File: src/rtl/credit_link_tx.sv
// Credit-based link transmitter: forwards flits to the downstream FIFO while it holds credits; optional stats via CREDIT_LINK_TX_STATS_EN.
// Latency: 1 cycle from fire to link_valid/link_data, which come straight from flops.
// Backpressure: in_ready is low in INIT and HALT and when credits hit zero; it depends only on registered state.
module credit_link_tx #(
  parameter int DEPTH       = 3,
  parameter int DATA_WIDTH  = 32,
  parameter int CREDIT_BITS = $clog2(DEPTH + 1)
) (
  input  logic                   clk,
  input  logic                   reset,
  input  logic                   in_valid,
  input  logic [DATA_WIDTH-1:0]  in_data,
  output logic                   in_ready,
  output logic                   link_valid,
  output logic [DATA_WIDTH-1:0]  link_data,
  input  logic                   credit_in,
  output logic [CREDIT_BITS-1:0] credits,
  output logic                   credit_err
`ifdef CREDIT_LINK_TX_STATS_EN
  ,
  output logic [31:0]            flit_count,
  output logic [31:0]            stall_count
`endif
);

  typedef enum logic [1:0] {
    ST_INIT = 2'd0,
    ST_RUN  = 2'd1,
    ST_HALT = 2'd2
  } state_t;

  localparam logic [CREDIT_BITS-1:0] CRED_MAX = CREDIT_BITS'(DEPTH);
  localparam logic [CREDIT_BITS-1:0] CRED_ONE = CREDIT_BITS'(1);

  state_t                  state_q, state_d;
  logic [CREDIT_BITS-1:0]  credits_q, credits_d;
  logic                    link_valid_q, link_valid_d;
  logic [DATA_WIDTH-1:0]   link_data_q, link_data_d;
  logic                    credit_err_q, credit_err_d;
  logic                    fire;
  logic                    overflow;

  // A flit moves only when upstream offers it and the output side is ready.
  assign fire = in_valid & in_ready;

  // A returned credit with nowhere to go: any credit during INIT, or one at a full count with no fire to absorb it.
  always_comb begin
    overflow = 1'b0;
    case (state_q)
      ST_INIT: overflow = credit_in;
      ST_RUN:  overflow = credit_in & ~fire & (credits_q == CRED_MAX);
      default: overflow = 1'b0;
    endcase
  end

  // FSM state register; reset returns to INIT.
  always_ff @(posedge clk or posedge reset) begin
    if (reset) state_q <= ST_INIT;
    else       state_q <= state_d;
  end

  // FSM next state: INIT lasts one cycle, overflow traps in HALT until reset.
  always_comb begin
    state_d = state_q;
    case (state_q)
      ST_INIT: state_d = overflow ? ST_HALT : ST_RUN;
      ST_RUN:  state_d = overflow ? ST_HALT : ST_RUN;
      ST_HALT: state_d = ST_HALT;
      default: state_d = ST_HALT;
    endcase
  end

  // FSM outputs: accept only while running with at least one credit in hand.
  always_comb begin
    in_ready = 1'b0;
    case (state_q)
      ST_RUN:  in_ready = (credits_q != '0);
      default: in_ready = 1'b0;
    endcase
  end

  // Datapath next values: credit accounting, one-cycle link pulse, sticky error.
  always_comb begin
    credits_d    = credits_q;
    link_valid_d = 1'b0;
    link_data_d  = link_data_q;
    credit_err_d = credit_err_q | overflow;
    if (state_q == ST_RUN && !overflow) begin
      if (fire && !credit_in)      credits_d = credits_q - CRED_ONE;
      else if (!fire && credit_in) credits_d = credits_q + CRED_ONE;
      link_valid_d = fire;
      if (fire) link_data_d = in_data;
    end
  end

  // Datapath registers; reset discards any in-flight flit and refills credits.
  always_ff @(posedge clk or posedge reset) begin
    if (reset) begin
      credits_q    <= CRED_MAX;
      link_valid_q <= 1'b0;
      link_data_q  <= '0;
      credit_err_q <= 1'b0;
    end else begin
      credits_q    <= credits_d;
      link_valid_q <= link_valid_d;
      link_data_q  <= link_data_d;
      credit_err_q <= credit_err_d;
    end
  end

  assign credits    = credits_q;
  assign link_valid = link_valid_q;
  assign link_data  = link_data_q;
  assign credit_err = credit_err_q;

`ifdef CREDIT_LINK_TX_STATS_EN
  logic [31:0] flit_count_q, flit_count_d;
  logic [31:0] stall_count_q, stall_count_d;

  // Stats next values: flits sent, and running cycles where upstream waited on us.
  always_comb begin
    flit_count_d  = flit_count_q;
    stall_count_d = stall_count_q;
    if (fire) flit_count_d = flit_count_q + 32'd1;
    if (state_q == ST_RUN && in_valid && !in_ready) stall_count_d = stall_count_q + 32'd1;
  end

  // Stats registers, free-running modulo 2^32.
  always_ff @(posedge clk or posedge reset) begin
    if (reset) begin
      flit_count_q  <= '0;
      stall_count_q <= '0;
    end else begin
      flit_count_q  <= flit_count_d;
      stall_count_q <= stall_count_d;
    end
  end

  assign flit_count  = flit_count_q;
  assign stall_count = stall_count_q;
`endif

endmodule

File: config.mk
export PLATFORM = sky130hd
export DESIGN_NAME = credit_link_tx
export DESIGN_NICKNAME = d
export VERILOG_FILES = /design/src/rtl/credit_link_tx.sv
export SDC_FILE = /design/constraint.sdc
export NUM_CORES = 1
export LEC_CHECK = 0
export ABC_AREA = 1
export ABC_CLOCK_PERIOD_IN_PS = 1700
export BUFFER_PORTS_ARGS = -buffer_cell sky130_fd_sc_hd__buf_2
export CAP_MARGIN = 25
export CORE_ASPECT_RATIO = 2
export CORE_UTILIZATION = 35
export DETAILED_ROUTE_END_ITERATION = 16
export PLACE_DENSITY = 0.76
export SKIP_LAST_GASP = 1
export SYNTH_ARGS = -nofsm -noshare
export SYNTH_HDL_FRONTEND = slang
export SYNTH_SLANG_ARGS = --single-unit
File: constraint.sdc
create_clock -name clk -period 1.7 [get_ports clk]
set_input_delay 0.255 -clock clk [delete_from_list [all_inputs] [get_ports clk]]
set_output_delay 0.255 -clock clk [all_outputs]
set_load 0.03 [all_outputs]
==> results.sh <==
export IMPL_status="completed"
export IMPL_drcViolationCount=0
export IMPL_dp_cells=310
export IMPL_rsz0062_at_grt="no"
export IMPL_hpwl_um=2940
export IMPL_n_fill_cell=463
export IMPL_ys_seq_elements=38
export IMPL_cp_start_kind="flip-flop"
export IMPL_reg2reg_to="link_data[18]"
export IMPL_cellLeakagePower_uw=0.00140
export IMPL_globalRouteOverflowTotal=0
export IMPL_hold_viol=0
export IMPL_drt_pre_antenna_iters=4
export IMPL_clock_path_buffers=2
export IMPL_io_pins=73
export IMPL_period_needed_ns=1.62
export IMPL_grt_pass1_wl_um=6580
export IMPL_worstPathCellList="inv_1 > nand2_2 > nor2_8 > buf_8 > buf_4"
export IMPL_die_w_um=51.1
export IMPL_cts_tree="built"
export IMPL_insertion_delay_ns=0.28
export IMPL_setup_viol_count_final=0
export IMPL_final_max_slew_viol_count=0
export IMPL_synth_avg_cell_area_um2=9.08
export IMPL_wirelength_um=4070
export IMPL_cap_violations=0
export IMPL_grt_max_degree=39
export IMPL_final_layout_size_suffix_gt1_share_pct=37.3
export IMPL_grt_pass1_vias=1399
export IMPL_ant_nets=0
export IMPL_cts_root_buf="clkbuf_8"
export IMPL_netlist_area_um2=1690
export IMPL_peakVddDrop_mv=0.632
export IMPL_slew_headroom_pct=69.1
export IMPL_finClkSkew_ns=0.00394
export IMPL_clock_sinks=38
export IMPL_hp_class="primary input to async pin"
export IMPL_final_cells=318
export IMPL_register_area_um2=953
export IMPL_route_vias_total=1554
export IMPL_cts_setup_buffers=0
export IMPL_clkSlewWorstSetupHoldPaths_ns=0.07
export IMPL_fp_dieH_um=100
export IMPL_io_buffers=72
export IMPL_coreArea_um2=4600
export IMPL_antenna_found_initial=0
export IMPL_antenna_cells=0
export IMPL_grt_total_usage_pct=16.9
export IMPL_synth_cells=186
export IMPL_vias_per_cell=4.89
export IMPL_rows=35
export IMPL_syn_to_final_growth_pct=34.4
export IMPL_critPathMaxFanout=19
export IMPL_power_density_nw_per_um2=756
export IMPL_gp_congestion=0.757
export IMPL_multi_input_area_um2=648
export IMPL_worstSetupPathType="flip-flop to output port"
export IMPL_ff2ff_path_depth=9
export IMPL_layout_core_utilization_pct=49.4
export IMPL_fmax_mhz=616
export IMPL_htreeDepth=2
export IMPL_dieArea_um2=5120
export IMPL_endpoint_kind="output port"
export IMPL_r2r_slack_ns=0.12
export IMPL_worst_pin_slew_ns=0.464
export IMPL_numCtsBuffers=5
export IMPL_crit_path_top_delay_cell="dfrtp_1"
export IMPL_dpl_cell_area_um2=2140
export IMPL_yosys_warnings=0
export IMPL_synth_fp_nets=224
export IMPL_critPathRequiredTime_ns=1.44
export IMPL_r2r_start="state_q[1]"
export IMPL_final_area_um2=2270
export IMPL_arrival_ns=1.37
export IMPL_drt_iter0_markers=37
export IMPL_max_stage_delay_ns=0.36
export IMPL_wl_per_cell_um=12.8
export IMPL_nNetsFinal=300
export IMPL_post_synth_num_cell_types=21
export IMPL_yosysSeqAreaShare_pct=56.4
export IMPL_start_util_pct=36.7
export IMPL_fin_crit_sh_pct=95.6
==> cells in the mapped netlist <==
cell type	n	share of area [%]
nor2_2	1	0.37
clkbuf_2	1	0.30
nand4_1	32	12
clkbuf_1	5	1.1
nand3_1	3	0.89
nand3b_1	1	0.44
ha_1	2	1.5
nor2_8	1	1.2
nand2_1	77	17
o21ai_0	1	0.30
buf_1	1	0.22
nor2_1	3	0.67
buf_6	3	2.0
buf_4	2	0.89
dfstp_2	2	3.1
inv_1	11	2.4
dfrtp_1	36	53
or2_2	1	0.37
buf_2	1	0.30
nand3_4	1	1.0
nand3_2	1	0.59
==> registers in the layout (all words and copies together), names as in the netlist <==
| register | flops |
|---|---|
| link_data | 32 |
| credits | 2 |
| state_q | 2 |
| credit_err | 1 |
| link_valid | 1 |
==> worst max path at each step <==
stage,end,startpoint,slack (ns)
after CTS,in_ready,state_q[1],0.02
final,in_ready,state_q[1],0.08
after global routing,link_data[30],state_q[1],0.00002
after floorplan,link_data[0],credits[1],-0.19
after detailed placement,link_data[29],state_q[1],0.06
after global placement,link_data[29],state_q[1],0.12
==> cells in the final DEF, fill, tap and decap left out <==
cell type and count:
buf_2 71, buf_4 8, buf_6 2, buf_8 1
bufinv_16 1, clkbuf_1 2, clkbuf_8 5, dfrtp_1 36
dfstp_2 2, ha_1 1, ha_4 1, inv_1 11
nand2_1 75, nand2_2 1, nand2_4 1, nand3_1 3
nand3_4 2, nand3b_1 1, nand4_1 32, nor2_1 3
nor2_4 1, nor2_8 1, o21ai_1 1, or2_2 1
==> per-layer routing <==
layer	GRT usage (%)	vias up	share of wire [%]
met2	28.0	47	55
li1	-	766	-
met4	7.91	0	1.9
met1	21.1	735	39
met5	0	-	0
met3	2.58	6	4.2
==> where the power goes <==
part	internal, µW	switching (µW)	leakage [µW]
registers	904	0	0.000513
logic	35.0	47.0	0.000833
clock network	439	292	0.0000524
==> metrics by stage <==
step	hold WS [ns]	power [µW]	TNS (ns)	setup WS (ns)
2_1_floorplan	0.404	953	-6.18	-0.190
3_3_place_gp	0.385	1000	0	0.115
3_5_place_dp	0.392	1000	0	0.0561
4_1_cts	0.0762	1740	0	0.0185
5_1_grt	0.103	1790	0	0.0000220
6_report	0.0684	1720	0	0.0753
==> kinds of logic after synthesis <==
| group | after synthesis | synth area share [%] |
|---|---|---|
| simple gates | 121 | 34.5 |
| flops | 38 | 56.4 |
| buf+inv | 24 | 7.26 |
| fa+ha+maj | 2 | 1.48 |
| compound gates | 1 | 0.296 |
==> cell type report <==
| type | instances | share of cell area [%] |
|---|---|---|
| clock inverters | 1 | 1.32 |
| repair buffers | 82 | 19.9 |
| well taps | 55 | 3.03 |
| flip-flops and latches | 38 | 42.0 |
| inverters | 11 | 1.82 |
| multi-input cells | 124 | 28.5 |
| clock buffers | 7 | 3.36 |
==> critical path, delay by kind of cell (launching register included) <==
family | cells | cell delay, ns
buffers and inverters | 3 | 0.47
flip-flops | 1 | 0.36
AND/OR/NAND/NOR | 2 | 0.25
==> repair_timing <==
item	4_1_cts	5_1_grt
hold buffers	0	0
endpoints found under the hold margin	0	0
endpoints found under the setup margin	1	34
resized for setup	3	3
Power figures use the tool's default switching activity.
